==> src/rtl/dcache_pkg.sv <==
// dcache_pkg: shared types, default geometry and address-field helpers for
// the direct-mapped write-through data cache.
//   state_t            FSM state encoding
//   DEF_INDEX_WIDTH    default log2(lines)
//   DEF_OFFSET_WIDTH   default log2(words per line)
//   TAG_WIDTH          tag width at the default geometry
//   LINE_WORDS         words per line at the default geometry
//   addr_tag/addr_index/addr_offset  field extraction, right-justified in 32 bits
package dcache_pkg;

    localparam int unsigned DEF_INDEX_WIDTH  = 4;
    localparam int unsigned DEF_OFFSET_WIDTH = 2;
    localparam int unsigned TAG_WIDTH        = 30 - DEF_INDEX_WIDTH - DEF_OFFSET_WIDTH;
    localparam int unsigned LINE_WORDS       = 1 << DEF_OFFSET_WIDTH;

    typedef enum logic [2:0] {
        IDLE,
        LOOKUP,
        REFILL,
        WRITE,
        RESP
    } state_t;

    // Fields are returned right-justified; callers keep the low bits they need.
    function automatic logic [31:0] addr_tag(input logic [31:0] addr,
                                             input int unsigned iw,
                                             input int unsigned ow);
        return addr >> (iw + ow + 2);
    endfunction

    function automatic logic [31:0] addr_index(input logic [31:0] addr,
                                               input int unsigned ow);
        return addr >> (ow + 2);
    endfunction

    function automatic logic [31:0] addr_offset(input logic [31:0] addr);
        return addr >> 2;
    endfunction

endpackage

==> src/rtl/dcache_line_store.sv <==
// dcache_line_store: tag, valid and data arrays of the cache.
//   clk, rstn          clock; async active-low reset clears valid bits only
//   rd_index/rd_offset asynchronous read address
//   rd_tag/rd_valid/rd_word  read results
//   word_we, wr_index, wr_offset, wr_data  synchronous single-word write
//   tag_we, wr_tag     synchronous tag write + set valid (line wr_index)
module dcache_line_store
    import dcache_pkg::*;
#(
    parameter int unsigned INDEX_WIDTH  = DEF_INDEX_WIDTH,
    parameter int unsigned OFFSET_WIDTH = DEF_OFFSET_WIDTH,
    parameter int unsigned TAG_W        = 30 - INDEX_WIDTH - OFFSET_WIDTH
) (
    input  logic                    clk,
    input  logic                    rstn,
    input  logic [INDEX_WIDTH-1:0]  rd_index,
    input  logic [OFFSET_WIDTH-1:0] rd_offset,
    output logic [TAG_W-1:0]        rd_tag,
    output logic                    rd_valid,
    output logic [31:0]             rd_word,
    input  logic                    word_we,
    input  logic [INDEX_WIDTH-1:0]  wr_index,
    input  logic [OFFSET_WIDTH-1:0] wr_offset,
    input  logic [31:0]             wr_data,
    input  logic                    tag_we,
    input  logic [TAG_W-1:0]        wr_tag
);

    localparam int unsigned LINES = 1 << INDEX_WIDTH;
    localparam int unsigned WORDS = 1 << OFFSET_WIDTH;

    logic [31:0]      data [LINES][WORDS];
    logic [TAG_W-1:0] tags [LINES];
    logic [LINES-1:0] valid;

    assign rd_tag   = tags[rd_index];
    assign rd_valid = valid[rd_index];
    assign rd_word  = data[rd_index][rd_offset];

    always_ff @(posedge clk) begin
        if (word_we) data[wr_index][wr_offset] <= wr_data;
        if (tag_we)  tags[wr_index] <= wr_tag;
    end

    always_ff @(posedge clk or negedge rstn) begin
        if (!rstn)       valid <= '0;
        else if (tag_we) valid[wr_index] <= 1'b1;
    end

endmodule

==> src/rtl/dcache.sv <==
// dcache: direct-mapped, write-through, no-write-allocate data cache.
//   clk, rstn                 clock, async active-low reset
//   req_valid/req_ready       CPU request handshake (ready only in IDLE)
//   req_we/req_addr/req_wdata request fields
//   resp_valid/resp_ready     response handshake
//   resp_rdata                load data (0 for stores)
//   mem_addr/mem_we/mem_wdata RAM port, driven only in REFILL and WRITE
//   mem_rdata                 RAM read data, combinational from mem_addr
//   hit_cnt/miss_cnt          load hit/miss counters, wrap
module dcache
    import dcache_pkg::*;
#(
    parameter int unsigned INDEX_WIDTH  = DEF_INDEX_WIDTH,
    parameter int unsigned OFFSET_WIDTH = DEF_OFFSET_WIDTH
) (
    input  logic        clk,
    input  logic        rstn,
    input  logic        req_valid,
    output logic        req_ready,
    input  logic        req_we,
    input  logic [31:0] req_addr,
    input  logic [31:0] req_wdata,
    output logic        resp_valid,
    input  logic        resp_ready,
    output logic [31:0] resp_rdata,
    output logic [31:0] mem_addr,
    output logic        mem_we,
    output logic [31:0] mem_wdata,
    input  logic [31:0] mem_rdata,
    output logic [31:0] hit_cnt,
    output logic [31:0] miss_cnt
);

    localparam int unsigned TAG_W = 30 - INDEX_WIDTH - OFFSET_WIDTH;

    state_t                  state;
    logic                    lat_we;
    logic [31:0]             lat_addr;
    logic [31:0]             lat_wdata;
    logic [OFFSET_WIDTH-1:0] cnt;

    logic [31:0]             tag_full, idx_full, off_full;
    logic [TAG_W-1:0]        tag;
    logic [INDEX_WIDTH-1:0]  idx;
    logic [OFFSET_WIDTH-1:0] off;
    logic                    unused_addr_bits;

    logic [TAG_W-1:0]        rd_tag;
    logic                    rd_valid;
    logic [31:0]             rd_word;
    logic                    hit;
    logic                    word_we;
    logic [OFFSET_WIDTH-1:0] wr_offset;
    logic [31:0]             wr_data;
    logic                    tag_we;

    assign tag_full = addr_tag(lat_addr, INDEX_WIDTH, OFFSET_WIDTH);
    assign idx_full = addr_index(lat_addr, OFFSET_WIDTH);
    assign off_full = addr_offset(lat_addr);
    assign tag      = tag_full[TAG_W-1:0];
    assign idx      = idx_full[INDEX_WIDTH-1:0];
    assign off      = off_full[OFFSET_WIDTH-1:0];
    assign unused_addr_bits = ^{tag_full[31:TAG_W], idx_full[31:INDEX_WIDTH],
                                off_full[31:OFFSET_WIDTH], lat_addr[1:0]};

    assign hit = rd_valid && (rd_tag == tag);

    // Store hits patch the cached word in LOOKUP; refill writes each RAM word.
    always_comb begin
        word_we   = 1'b0;
        wr_offset = off;
        wr_data   = lat_wdata;
        tag_we    = 1'b0;
        if (state == LOOKUP && lat_we && hit) begin
            word_we = 1'b1;
        end else if (state == REFILL) begin
            word_we   = 1'b1;
            wr_offset = cnt;
            wr_data   = mem_rdata;
            tag_we    = (cnt == '1);
        end
    end

    dcache_line_store #(
        .INDEX_WIDTH (INDEX_WIDTH),
        .OFFSET_WIDTH(OFFSET_WIDTH),
        .TAG_W       (TAG_W)
    ) u_store (
        .clk      (clk),
        .rstn     (rstn),
        .rd_index (idx),
        .rd_offset(off),
        .rd_tag   (rd_tag),
        .rd_valid (rd_valid),
        .rd_word  (rd_word),
        .word_we  (word_we),
        .wr_index (idx),
        .wr_offset(wr_offset),
        .wr_data  (wr_data),
        .tag_we   (tag_we),
        .wr_tag   (tag)
    );

    // RAM port is combinational from state so the async-read RAM returns
    // the refill word within the same cycle.
    always_comb begin
        mem_addr  = '0;
        mem_we    = 1'b0;
        mem_wdata = '0;
        if (state == REFILL) begin
            mem_addr = {lat_addr[31:OFFSET_WIDTH+2], cnt, 2'b00};
        end else if (state == WRITE) begin
            mem_addr  = {lat_addr[31:2], 2'b00};
            mem_we    = 1'b1;
            mem_wdata = lat_wdata;
        end
    end

    always_ff @(posedge clk or negedge rstn) begin
        if (!rstn) begin
            state      <= IDLE;
            req_ready  <= 1'b1;
            resp_valid <= 1'b0;
            resp_rdata <= '0;
            hit_cnt    <= '0;
            miss_cnt   <= '0;
            lat_we     <= 1'b0;
            lat_addr   <= '0;
            lat_wdata  <= '0;
            cnt        <= '0;
        end else begin
            case (state)
                IDLE: begin
                    if (req_valid) begin
                        lat_we    <= req_we;
                        lat_addr  <= req_addr;
                        lat_wdata <= req_wdata;
                        req_ready <= 1'b0;
                        state     <= LOOKUP;
                    end
                end
                LOOKUP: begin
                    if (lat_we) begin
                        state <= WRITE;
                    end else if (hit) begin
                        resp_rdata <= rd_word;
                        hit_cnt    <= hit_cnt + 32'd1;
                        resp_valid <= 1'b1;
                        state      <= RESP;
                    end else begin
                        miss_cnt <= miss_cnt + 32'd1;
                        cnt      <= '0;
                        state    <= REFILL;
                    end
                end
                REFILL: begin
                    if (cnt == off) resp_rdata <= mem_rdata;
                    cnt <= cnt + 1'b1;
                    if (cnt == '1) begin
                        resp_valid <= 1'b1;
                        state      <= RESP;
                    end
                end
                WRITE: begin
                    resp_rdata <= '0;
                    resp_valid <= 1'b1;
                    state      <= RESP;
                end
                RESP: begin
                    if (resp_ready) begin
                        resp_valid <= 1'b0;
                        req_ready  <= 1'b1;
                        state      <= IDLE;
                    end
                end
                default: state <= IDLE;
            endcase
        end
    end

endmodule

==> config.mk <==
export PLATFORM = sky130hd
export DESIGN_NAME = dcache
export DESIGN_NICKNAME = d
export VERILOG_FILES = /design/src/rtl/dcache_pkg.sv /design/src/rtl/dcache_line_store.sv /design/src/rtl/dcache.sv
export SDC_FILE = /design/constraint.sdc
export NUM_CORES = 2
export LEC_CHECK = 0
export ABC_CLOCK_PERIOD_IN_PS = 15600
export CORE_MARGIN = 8
export CORE_UTILIZATION = 52
export CTS_BUF_LIST = sky130_fd_sc_hd__clkbuf_4 sky130_fd_sc_hd__clkbuf_8
export CTS_CLUSTER_DIAMETER = 120
export DETAILED_ROUTE_END_ITERATION = 7
export PLACE_DENSITY = 0.81
export SYNTH_ARGS = -nofsm -noshare
export SYNTH_HDL_FRONTEND = slang
export SYNTH_HIERARCHICAL = 1
export SYNTH_SLANG_ARGS = --single-unit
==> constraint.sdc <==
create_clock -name clk -period 15.6 [get_ports clk]
set_input_delay 3.12 -clock clk [delete_from_list [all_inputs] [get_ports clk]]
set_output_delay 3.12 -clock clk [all_outputs]
set_load 0.01 [all_outputs]
## After elaboration in Yosys (flattened, before gate mapping)

Memory sizes are Yosys's and may differ from the RTL's.
Cells that the tools add are included.

| cells by class | value |
|---|---|
| $add $sub $neg | 3 |
| order comparisons | 5 |
| eq/ne operators | 14 |
| mux-type cells | 48 |
| bitwise logic cells | 5 |
| reduce and logical (&&, ||, !) cells | 18 |

Operators with widths:

| operator | count |
|---|---|
| 32-bit two-way mux | 12 |
| 128-bit two-way mux | 1 |
| 32-bit one-hot mux with 3 select lines | 1 |
| 32-bit by 1-bit adder with 32-bit output, second input constant | 2 |
| 32-bit binary-select mux with 2-bit select | 1 |
| 32-bit demux with 2-bit select | 1 |
| 24-bit equality test | 1 |
| 1-bit two-way mux | 17 |
| 16-bit bitwise OR | 1 |
| 3-bit two-way mux | 5 |
| 3-bit one-hot mux with 5 select lines | 1 |
| 3-bit AND reduction | 5 |
| 2-bit != test, second input constant | 5 |
| 2-bit two-way mux | 4 |
| 3-bit by 2-bit equality test with 1-bit output, second input constant | 2 |
| 3-bit greater-or-equal comparator, second input constant | 2 |
| 2-bit NOT with 3-bit output | 2 |
| 1-bit logical AND | 5 |
| 4-bit by 5-bit less-than comparator with 1-bit output, second input constant | 1 |
| 5-bit AND reduction | 1 |
| 1-bit binary-select mux with 4-bit select | 1 |
| 1-bit demux with 4-bit select | 1 |
| 4-bit by 1-bit greater-or-equal comparator with 1-bit output, second input constant | 1 |
| 2-bit by 1-bit != test with 1-bit output, second input constant | 2 |
| other kinds (16) | 18 |

| storage, ports and cells | value |
|---|---|
| bits in registers | 184 |
| memory bits (writable) | 2432 |
| output and inout port bits | 163 |
| memories kept | 2 |

Memory list:

| memory | depth | bits a word | read ports | clocked after memory_dff | wr ports | RTL line | source |
|---|---|---|---|---|---|---|---|
| u_store.data | 16 | 128 | 1 | 0 | 1 | dcache_line_store.sv:32 | `logic [31:0] data [LINES][WORDS];` |
| u_store.tags | 16 | 24 | 1 | 0 | 1 | dcache_line_store.sv:33 | `logic [TAG_W-1:0] tags [LINES];` |

## Depth between registers and ports, before layout

| depth | value |
|---|---|
| depth after elaboration | 11 |
| mapped depth | 18 |

## By module

Netlist, hierarchy kept.

By module, submodules not included:

| module | times used | cells each | area an instance (µm²) | seq. area each (µm²) |
|---|---|---|---|---|
| dcache_line_store | 1 | 3990 | 92912.9 | 73430.4 |
| dcache | 1 | 854 | 8491.9 | 4155.2 |

## Worst setup path after synthesis

Ideal clock, no wire load.

| path | value |
|---|---|
| kind | register -> register |
| start | register lat_addr[4] |
| end | memory u_store/data[15][100] in the netlist's numbering (enable) |
| data arrival time | 5.771 ns |
| data required time | 15.179 ns |
| slack | 9.408 ns |
| cell stages (with the launch flop) | 17 |
| path buffers | 7 |
| clock period less this slack | 6.192 ns |
| path through | dfrtp_1 buf_6 buf_6 buf_6 buf_6 mux4_2 mux4_2 xor2_1 nor4_1 nand4_1 or3_1 clkbuf_1 o21ai_0 or3b_2 clkbuf_1 clkbuf_1 nor2_1 |

RTL lines:

| item | RTL line | source |
|---|---|---|
| from (decl) | dcache.sv:38 | `logic [31:0] lat_addr;` |
| from (signal assigned) | dcache.sv:136 | `lat_addr <= req_addr;` |
| memory 16 x 24 bit | - |  |
| via rd_tag[7] | dcache.sv:48 | `logic [TAG_W-1:0] rd_tag;` |
| 24-bit equality test | dcache.sv:66 | `assign hit = rd_valid && (rd_tag == tag);` |
| 1-bit logical AND | dcache.sv:66 |  |
| 1-bit logical AND | dcache.sv:74 | `if (state == LOOKUP && lat_we && hit) begin` |
| 1-bit two-way mux | dcache.sv:74 |  |
| via word_we | dcache.sv:52 | `logic word_we;` |
| 1-bit two-way mux | dcache_line_store.sv:41 | `if (word_we) data[wr_index][wr_offset] <= wr_data;` |
| 128-bit two-way mux (implied by the code) | dcache_line_store.sv:41 |  |
| to (decl) | dcache_line_store.sv:32 |  |

The timed path passes the listed nets, and every way through them passes these cells. The select of a mux whose other input is x is not followed.

## Final worst setup path

| path | value |
|---|---|
| start | register lat_addr[4] |
| end | memory u_store/data[1][9] in the netlist's numbering (enable) |

The elaborated chain is that of the path after synthesis.

==> impl.org <==
** Timing
- Highest attainable clock frequency :: 121 MHz
- Transition time at the pin with the least slew margin :: 1.37 ns
- Unrepaired setup endpoints after global routing :: false
- Setup violations remaining at the end of the flow were counted as 0.
- The worst path meets setup with 7.37 ns of slack.
- Max_slew headroom :: 8.43%
- Post-route clock period utilization :: 52.8%
- Final critical path time including I/O delays and setup :: 8.23 ns
- Post-Route Skew :: 0.0757 ns
- For the final routed database, the setup TNS stands at 0 ns.
- The final number of max-transition violations was 0.
- Endpoints failing hold :: 0

** Global route
- The first global-routing pass estimated 374000 um of wire.
- Vias in the first global route :: 54700
- Number of antenna violations at the first check in global routing :: 9
- Global-route layer with the greatest usage :: met2
- Largest net degree at the start of global routing :: 126
- Grt total ovfl :: 0
- Met3 usage :: 6.15%
- Total global-route track usage :: 24.3%
- Global routing consumed, on the met1 layer, 31.7% of the routing resources.
- For this run, global-route usage on met2 was measured as 38.5%.

** Place
- Final RePlAce weighted congestion :: 0.813
- Including well taps, the total number of placed cells is 7496.
- Post-placement setup slack :: 7.35 ns
- Buffers placed on the I/O ports in this run total 259.
- Detailed placement finished with a half-perimeter wire length of 146000 um.

** Worst setup path
- STA classifies the critical path endpoint as a register.
- Data on the critical path is required at its endpoint by 16.24 ns.
- Along the worst path, the maximum fanout reaches 115.
- The signal on the critical path passes through buf_4 > buf_12 > mux4_2 > mux4_2 > xor2_1 > nor4_1 > nand4_1 > or3_1 > o21ai_0 > nand3_2 > nor2_4 > buf_4.
- Bufs and invs on worst path :: 3
- Number of cells on the worst reg-to-reg path :: 12
- Critical Path Slowest Stage Cell :: sky130_fd_sc_hd__dfrtp_4
- Reg2reg end :: u_store/data[1][9]
- Worst setup SP type :: register
- In this run the critical register-to-register path is launched from lat_addr[4].
- The critical path is of the reg2reg type.
- CP peak stage delay :: 0.85 ns
- Gate family responsible for the most delay along the worst path :: simple AND/OR/NAND/NOR gates
- Internal reg-to-reg setup slack :: 7.37 ns
- At the worst endpoint, the arrival time is 8.87 ns.

** Route
- After detailed routing, the number of remaining DRC violations is 0.
- After detailed routing, the number of vias per cell comes to 6.52.
- In the final routed layout, each cell accounts on average for 31.8 um.
- Post-route antenna net violation count :: 0
- Number of search-and-repair iterations in the first detailed-routing pass :: 5
- Detailed-route via count :: 53400
- DRC marker count from the first detailed-route iteration :: 7796
- Total wire length after detailed routing :: 261000 um

** Synthesis
- Yosys mapped a number of flops with a built-in enable equal to 2432.
- Summed over its instances, the top area cell type makes up 72.0% of the synthesized netlist area.
- Counting flops with an async set or reset pin after synthesis yields a share of 6.96%.
- YS warnings :: 6
- sky130_fd_sc_hd__edfxtp_1 takes more of the synthesized area than any other cell.
- In this run, distinct cell masters in the synthesized netlist total 58.
- Summing the sequential cell areas from Yosys gives 76.5% of the chip area.
- Average cell area after synthesis :: 20.9 um^2
- By area the synthesized netlist is led by sky130_fd_sc_hd__edfxtp_1 72%, sky130_fd_sc_hd__mux4_2 14%, sky130_fd_sc_hd__dfrtp_1 4.5%.
- After synthesis the cells add up to 101000 um^2.
- For this run, the leading register cell type out of synthesis is sky130_fd_sc_hd__edfxtp_1.
- Syn Inst Count :: 4844
- FF+latch count, synth :: 2614

** Clock tree
- CTS Buffer Depth :: 4
- The number of setup buffers added after CTS is 0.
- Clock tree synthesis selected as its root buffer the cell sky130_fd_sc_hd__clkbuf_8.
- Clk slew on worst S/H paths :: 0.06 ns
- In this run, post-CTS repair resized a total of 0 instances.
- Number of sinks driven by the clock tree :: 2614
- Clock tree from TritonCTS :: done
- After clock tree synthesis, the flow added hold-fix buffers numbering 0.
- Clock Latency Late Sink :: 1.07 ns
- Depth of the CTS H-tree :: 5
- The number of clock buffers added by TritonCTS is 395.

** Layout
- Leaving out fill and tap cells, the most frequent cells in the layout are 2432 x sky130_fd_sc_hd__edfxtp_1, 618 x sky130_fd_sc_hd__mux4_2, 415 x sky130_fd_sc_hd__clkbuf_8.
- Fraction of layout instances using a drive strength above 1 :: 28.1%
- After the flow finishes, the layout carries non-filler instances totaling 8190.
- Share of the core filled with cells :: 59.2%
- Most common cell after layout, fill and taps aside :: sky130_fd_sc_hd__edfxtp_1
- Relative area change from synthesis to final layout :: 13.6%
- After the last flow step, the layout net total stands at 5455.

** Die
- Std-Cell Core Area :: 194000 um^2
- Die area :: 209000 um^2
- The initial utilization of the core area, before any placement, comes to 52.2%.
- Die H :: 458 um
- During I/O placement, the number of pins put on the boundary was 264.
- Die W :: 458 um
- Standard-cell rows :: 162

** Worst hold path
- Path class of the lowest-slack min-delay path :: reg2reg
- The worst hold path terminates at u_store/valid[13].
- Hold path cells :: 1
- Critical hold path startpoint :: u_store/valid[13]

** Run status
- The run finished with clean final reports.

** Power
- Static Leakage :: 36.9 nW
- In this run the power density over the cells is 195 nW/um^2.
- Across the VDD grid, the largest voltage drop is 181 uV.

** Job
- Max-cap violations in this run came to 0.
## state kept, by name, indices dropped and copies added (netlist names)
| register | flops |
|---|---|
| miss_cnt | 32 |
| lat_we | 1 |
| lat_wdata | 32 |
| cnt | 2 |
| hit_cnt | 32 |
| u_store/data | 2048 |
| state | 3 |
| resp_valid | 1 |
| u_store/tags | 384 |
| req_ready | 1 |
| lat_addr | 30 |
| resp_rdata | 32 |
| u_store/valid | 16 |
## worst max-delay path by stage
stage,slack (ns),depth (start not counted),end,start
final,7.37,12,u_store/data[1][9],lat_addr[4]
after global routing,6.96,12,u_store/data[7][9],lat_addr[4]
after CTS,7.32,12,u_store/data[1][9],lat_addr[4]
after detailed placement,7.35,12,u_store/data[1][9],lat_addr[4]
after global placement,7.48,12,u_store/data[3][9],lat_addr[4]
after floorplan,9.41,16,u_store/data[15][100],lat_addr[4]
## through the flow
step | hold WS (ns) | cell area (um^2) | power (W)
final | 0.462 | 115000 | 0.0224
after global placement | 0.446 | 108000 | 0.0167
after CTS | 0.464 | 115000 | 0.0224
after floorplan | 0.434 | 101000 | 0.0142
after detailed placement | 0.449 | 108000 | 0.0170
after global routing | 0.477 | 115000 | 0.0231
## synthesized netlist by cell type, drive strengths merged, types with 5 or more instances
| cell type | instances |
|---|---|
| nand2b | 14 |
| edfxtp | 2432 |
| nor2 | 123 |
| nand4 | 85 |
| inv | 43 |
| a211oi | 20 |
| or2 | 20 |
| dfrtp | 181 |
| and3 | 41 |
| o221ai | 58 |
| o22ai | 68 |
| and2 | 67 |
| a221oi | 32 |
| mux2i | 48 |
| o21ai | 14 |
| buf | 148 |
| nor3 | 23 |
| a221o | 6 |
| a21oi | 10 |
| a2111oi | 5 |
| nand3 | 100 |
| and4 | 5 |
| mux2 | 73 |
| a22oi | 92 |
| xor2 | 45 |
| nor4 | 18 |
| clkbuf | 128 |
| nor2b | 36 |
| nand2 | 213 |
| or4 | 5 |
| xnor2 | 43 |
| or3 | 5 |
| mux4 | 618 |
## report_power, final
group          internal, W  total [W]  switching, W
clock              0.00295    0.00550       0.00255
sequential         0.00946    0.00986      0.000405
combinational      0.00247    0.00708       0.00460
total               0.0149     0.0224       0.00756
## per-layer routing
metal  wire length (um)  up-vias
li1                   -    21200
met2             124000     4161
met1              89100    27400
met4              14600        0
met5                  0        -
met3              32900      672
## area by class of cell
type                       instances  area, um^2
antenna                            6        15.0
clock buffer                     550        6730
clock inverter                   138         882
fill                           12800       79200
inverter                          43         161
multi-input combinational       1912       23000
sequential                      2614       77600
tap                             2542        3180
timing repair buffer             385        3570
## logic make-up after synthesis
group	after synthesis	share of synthesized area, %
flip-flops	2614	76.5
AO/OA/AOI/OAI	317	2.37
AND/OR/NAND/NOR	763	3.79
XOR/XNOR	88	0.760
other	1	0.00370
multiplexers	739	15.0
buffers and inverters	319	1.52
adder cells (fa/ha/maj)	3	0.0370
(Power assumes the default switching activity.)
